===== src/rtl/pipe_alu_param.sv =====
// Three-stage valid/ready arithmetic pipeline: S1 pre-combines operand pairs,
// S2 combines them, S3 registers the result. All stages stall together.
module pipe_alu_param #(
    parameter int W  = 4,
    parameter int OW = 3 * W
) (
    input  logic          clk1,
    input  logic          rst,
    input  logic          in_valid,
    output logic          in_ready,
    input  logic [W-1:0]  a,
    input  logic [W-1:0]  b,
    input  logic [W-1:0]  c,
    input  logic [W-1:0]  d,
    input  logic [1:0]    mode,
    output logic          out_valid,
    input  logic          out_ready,
    output logic [OW-1:0] F,
    output logic          neg,
    output logic          busy,
    output logic [15:0]   res_cnt
);

    localparam int XW = 2 * W;

    typedef enum logic [1:0] {
        MODE_SUB  = 2'b00,
        MODE_ADD  = 2'b01,
        MODE_MAC  = 2'b10,
        MODE_MUL3 = 2'b11
    } mode_e;

    logic          s1_valid_q, s1_valid_d;
    mode_e         s1_mode_q,  s1_mode_d;
    logic          s1_neg_q,   s1_neg_d;
    logic [XW-1:0] s1_x_q,     s1_x_d;
    logic [XW-1:0] s1_y_q,     s1_y_d;

    logic          s2_valid_q, s2_valid_d;
    logic          s2_neg_q,   s2_neg_d;
    logic [OW-1:0] s2_p_q,     s2_p_d;

    logic          s3_valid_q, s3_valid_d;
    logic          s3_neg_q,   s3_neg_d;
    logic [OW-1:0] s3_f_q,     s3_f_d;

    logic [15:0]   cnt_q,      cnt_d;

    logic          advance;
    mode_e         mode_in;
    logic [XW-1:0] x_pre, y_pre;
    logic          neg_pre;
    logic [OW-1:0] x_ext, y_ext, p_comb;

    assign advance = ~s3_valid_q | out_ready;
    assign mode_in = mode_e'(mode);

    // Operand pre-combine; c-d clamps to zero and flags neg when it would underflow
    always_comb begin
        x_pre   = '0;
        y_pre   = '0;
        neg_pre = 1'b0;
        unique case (mode_in)
            MODE_SUB: begin
                x_pre = XW'(a) + XW'(b);
                if (c < d) begin
                    y_pre   = '0;
                    neg_pre = 1'b1;
                end else begin
                    y_pre = XW'(c) - XW'(d);
                end
            end
            MODE_ADD: begin
                x_pre = XW'(a) + XW'(b);
                y_pre = XW'(c) + XW'(d);
            end
            MODE_MAC: begin
                x_pre = XW'(a) * XW'(b);
                y_pre = XW'(c) * XW'(d);
            end
            MODE_MUL3: begin
                x_pre = XW'(a) * XW'(b);
                y_pre = XW'(c);
            end
            default: ;
        endcase
    end

    // Products and sums are bounded below 2**OW for W>=2, so OW-bit arithmetic never wraps
    always_comb begin
        x_ext  = OW'(s1_x_q);
        y_ext  = OW'(s1_y_q);
        p_comb = (s1_mode_q == MODE_MAC) ? (x_ext + y_ext) : (x_ext * y_ext);
    end

    always_comb begin
        s1_valid_d = s1_valid_q;
        s1_mode_d  = s1_mode_q;
        s1_neg_d   = s1_neg_q;
        s1_x_d     = s1_x_q;
        s1_y_d     = s1_y_q;
        s2_valid_d = s2_valid_q;
        s2_neg_d   = s2_neg_q;
        s2_p_d     = s2_p_q;
        s3_valid_d = s3_valid_q;
        s3_neg_d   = s3_neg_q;
        s3_f_d     = s3_f_q;
        cnt_d      = cnt_q;

        if (advance) begin
            s1_valid_d = in_valid;
            if (in_valid) begin
                s1_mode_d = mode_in;
                s1_neg_d  = neg_pre;
                s1_x_d    = x_pre;
                s1_y_d    = y_pre;
            end
            s2_valid_d = s1_valid_q;
            s2_neg_d   = s1_neg_q;
            s2_p_d     = p_comb;
            s3_valid_d = s2_valid_q;
            s3_neg_d   = s2_neg_q;
            s3_f_d     = s2_p_q;
        end

        if (s3_valid_q && out_ready) begin
            cnt_d = cnt_q + 16'd1;
        end
    end

    always_ff @(posedge clk1 or posedge rst) begin
        if (rst) begin
            s1_valid_q <= 1'b0;
            s1_mode_q  <= MODE_SUB;
            s1_neg_q   <= 1'b0;
            s1_x_q     <= '0;
            s1_y_q     <= '0;
            s2_valid_q <= 1'b0;
            s2_neg_q   <= 1'b0;
            s2_p_q     <= '0;
            s3_valid_q <= 1'b0;
            s3_neg_q   <= 1'b0;
            s3_f_q     <= '0;
            cnt_q      <= '0;
        end else begin
            s1_valid_q <= s1_valid_d;
            s1_mode_q  <= s1_mode_d;
            s1_neg_q   <= s1_neg_d;
            s1_x_q     <= s1_x_d;
            s1_y_q     <= s1_y_d;
            s2_valid_q <= s2_valid_d;
            s2_neg_q   <= s2_neg_d;
            s2_p_q     <= s2_p_d;
            s3_valid_q <= s3_valid_d;
            s3_neg_q   <= s3_neg_d;
            s3_f_q     <= s3_f_d;
            cnt_q      <= cnt_d;
        end
    end

    assign in_ready  = advance;
    assign out_valid = s3_valid_q;
    assign F         = s3_f_q;
    assign neg       = s3_neg_q;
    assign busy      = s1_valid_q | s2_valid_q | s3_valid_q;
    assign res_cnt   = cnt_q;

endmodule


===== config.mk =====
export PLATFORM = sky130hd
export DESIGN_NAME = pipe_alu_param
export DESIGN_NICKNAME = d
export VERILOG_FILES = /design/src/rtl/pipe_alu_param.sv
export SDC_FILE = /design/constraint.sdc
export NUM_CORES = 1
export LEC_CHECK = 0
export CORE_MARGIN = 1
export CORE_UTILIZATION = 40
export DETAILED_ROUTE_END_ITERATION = 10
export SLEW_MARGIN = 20
export SYNTH_ARGS = -nofsm -noshare
export SYNTH_HDL_FRONTEND = slang
export SYNTH_SLANG_ARGS = --single-unit

===== constraint.sdc =====
create_clock -name clk1 -period 4.3 [get_ports clk1]
set_input_delay 0.86 -clock clk1 [delete_from_list [all_inputs] [get_ports clk1]]
set_output_delay 0.86 -clock clk1 [all_outputs]
set_load 0.03 [all_outputs]

-- Word-level counts from Yosys, hierarchy flattened
Index checks and enable logic that the tools add are counted.
- $add $sub $neg: 5
- $mul: 3
- $lt $le $gt $ge: 1
- equality and inequality tests: 4
- multiplexer cells: 6
- bitwise operators: 4
- reductions and logical operators: 5
- operators with widths (kind ; number):
    $pmux W8 S4 ; 1
    $add A16 B1 Y16 const B ; 1
    $mul A4 B4 Y8 ; 2
    $pmux W8 S2 ; 1
    $mul A8 B8 Y12 ; 1
    $mux W12 ; 1
    $add A4 B4 Y5 ; 2
    $add A8 B8 Y9 ; 1
    $mux W8 ; 1
    $eq A2 B2 Y1 const B ; 3
    $sub A4 B4 Y5 ; 1
    $lt A4 B4 Y1 ; 1
    $reduce_or A2 Y1 ; 2
    $or A1 B1 Y1 ; 3
    $eq A2 B1 Y1 const B ; 1
    $logic_not A2 Y1 ; 1
    $mux W1 ; 2
    $reduce_and A2 Y1 ; 1
    $logic_and A1 B1 Y1 ; 1
    $not A1 Y1 ; 1
- bits in registers: 64
- input bits: 22

-- Depth between registers and ports, before layout
- depth in word-level cells: 3
- gate-level depth with buffers: 16

-- Least setup slack after synthesis
Ideal clock, no wire load.
- path kind: flip-flop to flip-flop
- start point: register s1_x_q[0]
- end point: register s2_p_q[9]
- setup time: 0.122 ns
- data arrival time: 3.889 ns
- data required time: 4.178 ns
- path slack: 0.289 ns
- cell stages (with the launch flop): 14
- buffers on the path: 0
- cell sequence: dfrtp_1 nand2_1 fa_1 fa_1 inv_1 fa_1 inv_1 fa_1 inv_1 ha_1 a21boi_2 o21a_1 or3_1 a32o_1
- word-level cells in the longest chain between the ends: 2
- ends and longest elaborated chain (item ; line ; RTL):
    from (decl) ; 36 ; logic [XW-1:0] s1_x_q, s1_x_d;
    from (signal assigned) ; 136 ; s1_x_q <= '0;
    from (signal assigned) ; 149 ; s1_x_q <= s1_x_d;
    $mul A8 B8 Y12 ; 93 ; p_comb = (s1_mode_q == MODE_MAC) ? (x_ext + y_ext) : (x_ext * y_ext);
    $mux W12 ; 93 ;
    to (signal assigned) ; 153 ; s2_p_q <= s2_p_d;
    to (decl) ; 41 ; logic [OW-1:0] s2_p_q, s2_p_d;
No other way between the ends.
A chain may end at the register's enable or synchronous reset.

-- Worst setup path after layout
- start point: register s1_y_q[3]
- end point: register s2_p_q[9]
- word-level cells in the longest chain between the ends: 2
- ends and longest elaborated chain (item ; line ; RTL):
    from (decl) ; 37 ; logic [XW-1:0] s1_y_q, s1_y_d;
    from (signal assigned) ; 150 ; s1_y_q <= s1_y_d;
    $mul A8 B8 Y12 ; 93 ;
    $mux W12 ; 93 ;
No other way between the ends.

==> qor.log <==
INFO  detailed_routing antenna_left=0
INFO  layout         post_route_cells_drive_above_1_share=7.60%
INFO  worst_setup_path timing.critical_path.mode_cell=sky130_fd_sc_hd__fa_1
INFO  die            placementRows=43
INFO  layout         nFillCells=1328
INFO  hold_path      hp-class=reg2reg
INFO  hold_path      worstHoldStart=F[1]
INFO  sta            final_min_period_over_clock_period=96.5%
INFO  place          detailed_place_hpwl=10700um
INFO  worst_setup_path r2r-start=s1_y_q[3]
INFO  global_routing first_global_vias=4658
INFO  synth          ys.warnings.count=0
INFO  clock_tree     clockRootBuffer=sky130_fd_sc_hd__clkbuf_16
INFO  layout         final-seq-area=0.00161sqmm
INFO  power_and_ir_drop power.leakage=3.46nW
INFO  detailed_routing dr.first_iter.drc_count=220
INFO  clock_tree     clock_tree.buffer_depth=2
INFO  synth          synth_seq_cells=64
INFO  worst_setup_path timing_worst_setup_path_type=reg2reg
INFO  sta            clock-skew-final=4.13ps
INFO  sta            worst_slew_pin_slew=779ps
INFO  worst_setup_path worst-path-stages=13
INFO  clock_tree     path_clk_slew=60ps
INFO  synth          syn-cell-area=0.00589sqmm
INFO  power_and_ir_drop ir_drop=0.229mV
INFO  sta            slew-limit-headroom=48.0%
INFO  synth          async_flop_share=100%
INFO  die            core_area=0.0141sqmm
INFO  worst_setup_path cp.buffers_inverters=3
INFO  power_and_ir_drop power.density_cell_area=616mW/mm^2
INFO  global_routing grt_max_degree=40
INFO  clock_tree     holdBufCountCts=0
INFO  sta            setup_repair_after_global_routing_missed_its_margin=no
INFO  worst_setup_path timing.critical_path.cells=nand2_1 > fa_1 > fa_1 > inv_1 > fa_1 > inv_1 > fa_1 > inv_1 > ha_1 > a21boi_2 > o21a_1 > or3_1 > a32o_1
INFO  synth          post_synth_inst_count=653
INFO  synth          ys_dominant_reg_cell=sky130_fd_sc_hd__dfrtp_1
INFO  layout         areaGrowthSynthToFinish=19.2%
INFO  global_routing grt_first_pass_wirelength=22200um
INFO  worst_setup_path setup.worst_path.start_class=flip-flop
INFO  worst_setup_path critical_path_required=4510ps
INFO  die            dieWidth=123um
INFO  layout         multiInputGateArea=0.00391sqmm
INFO  place          gpl.final_weighted_congestion=0.865
INFO  place          placement.io_buffers=53
INFO  synth          seq_area_frac_synth=27.2%
INFO  detailed_routing drt_pre_antenna_iters=5
INFO  place          dpl_worst_slack=92.2ps
INFO  synth          synth_nets=786
INFO  worst_setup_path worst_path_largest_cell_delay=530ps
INFO  die            initial_cell_density_of_the_core=41.8%
INFO  synth          post_synth_edffs=0
INFO  layout         mostFrequentLayoutCell=sky130_fd_sc_hd__nand2_1
INFO  run            timing.max_cap.violations=0
INFO  detailed_routing post-route-drc-count=0
INFO  global_routing grt_antenna_before_repair=0
INFO  global_routing global_route.overflow_total=0
INFO  sta            report.final.setup_viol=0
INFO  worst_setup_path crit_start=s1_y_q[3]
INFO  detailed_routing routed_wirelength=13100um
INFO  sta            total_negative_setup_slack=0ps
INFO  worst_setup_path worst_setup_path_end_kind=flip-flop
INFO  worst_setup_path critical_path_peak_fanout=9
INFO  global_routing grt_usage=18.6%
INFO  detailed_routing vias=4539
INFO  sta            report.final.slew_viol_count=0
INFO  sta            hold_ws=465ps
INFO  clock_tree     clock_latency=330ps
INFO  layout         fin_util=49.8%
INFO  worst_setup_path reg2regPathDepth=13
INFO  worst_setup_path timing.critical_path.max_delay_family=adder cells
INFO  worst_setup_path critPathSlowestCell=sky130_fd_sc_hd__fa_1
INFO  die            chipHeight=123um
INFO  clock_tree     cts_inserted_buffers=9
INFO  sta            timing.final.hold_violations=0
INFO  clock_tree     post_cts.resized_instances=0
INFO  clock_tree     postCtsSetupBuffers=0
INFO  synth          yosys.cell_types.count=59
INFO  synth          post_synth.cell_area_avg=9.02squm
INFO  detailed_routing drt-wirelength-per-cell=14.4um
INFO  power_and_ir_drop power=0.00432W
INFO  hold_path      hold_path_depth=2
INFO  layout         insertedDiodeCount=0
INFO  sta            finalWorstPathRequiredPeriod=4150ps
INFO  sta            setup_slack=149ps
INFO  die            dieArea=0.0152sqmm
INFO  worst_setup_path crit_arrival=4360ps
INFO  layout         num-nets-final=852
INFO  sta            fmax=241MHz
INFO  clock_tree     clock_sink_count=64
INFO  clock_tree     cts_tree=done
INFO  detailed_routing routed_via_density=5.02
INFO  run_status     run_status=finished clean
INFO  layout         final_cell_mix=103 x sky130_fd_sc_hd__nand2_1, 84 x sky130_fd_sc_hd__inv_1, 67 x sky130_fd_sc_hd__ha_1
INFO  clock_tree     cts_max_level=3
INFO  die            floorplan.io_pins=54
cell families after synthesis:
kind of cell    share of synthesized area, %
compound gates                          10.6
simple gates                            19.7
flops                                   27.2
fa+ha+maj                               29.1
mux                                     1.30
buf+inv                                 6.46
xor+xnor                                5.65
metrics by stage:
stage | std cells | cell area (sq um)
floorplan | 653 | 5890
global placement | 888 | 6710
detailed placement | 888 | 6710
CTS | 904 | 7010
global route | 904 | 7020
finish | 904 | 7020
routing by layer:
layer	track usage, %	up-vias	routed length, um
met5	0	-	0
met4	5.12	0	181
met3	2.12	13	307
met2	32.5	83	6380
met1	24.3	2180	6180
li1	-	2263	-
layout make-up:
class | count | share of cell area, %
clock buffers | 10 | 3.40
inverters | 85 | 4.54
flip-flops and latches | 64 | 22.9
multi-input cells | 490 | 55.7
repair buffers | 69 | 9.26
clock inverters | 6 | 0.962
well taps | 180 | 3.21
report_power, final:
group	internal (W)	leakage (nW)	switching [W]
combinational	0.00115	2.51	0.00145
clock	0.000466	0.145	0.000271
sequential	0.000807	0.803	0.000181
flip-flops by register name, summed over array words and instances, names as in the netlist:
register,cells
s1_x_q,8
s2_neg_q,1
F,12
s1_valid_q,1
neg,1
out_valid,1
s1_mode_q,2
res_cnt,16
s1_neg_q,1
s2_valid_q,1
s1_y_q,8
s2_p_q,12
Yosys cell counts (all sizes together), types with 3 or more instances:
library cell,count,area share (%)
mux2,3,0.57
nor3,7,0.68
nor2,36,2.3
nand2,104,6.7
xnor2,26,3.9
buf,7,0.59
a22o,3,0.45
a21boi,4,0.57
nand4,4,0.42
and2,50,5.3
inv,85,5.4
nand3,8,0.68
a21o,8,1.0
dfrtp,64,27
nand2b,6,0.64
a31oi,3,0.32
xor2,12,1.8
fa,43,15
nor2b,10,1.2
a21oi,27,2.4
o21ai,28,2.5
ha,68,14
clkbuf,7,0.45
a2111oi,3,0.55
nand3b,3,0.38
final timing paths:
path / to / slack, ps
hold / removal: F[1] / 460
min in group asynchronous: res_cnt[12] / 1000
max in group asynchronous: s1_x_q[3] / 2450
setup / recovery: s2_p_q[9] / 150
setup reg to reg: s2_p_q[9] / 150
hold reg to reg: F[1] / 460
tightest hold or removal path, stage by stage, from the launching register on:
cell and delay, ps:
sky130_fd_sc_hd__dfrtp_1 340, sky130_fd_sc_hd__nand2_1 50, sky130_fd_sc_hd__nand2_1 50
Power figures use the tool's default switching activity.
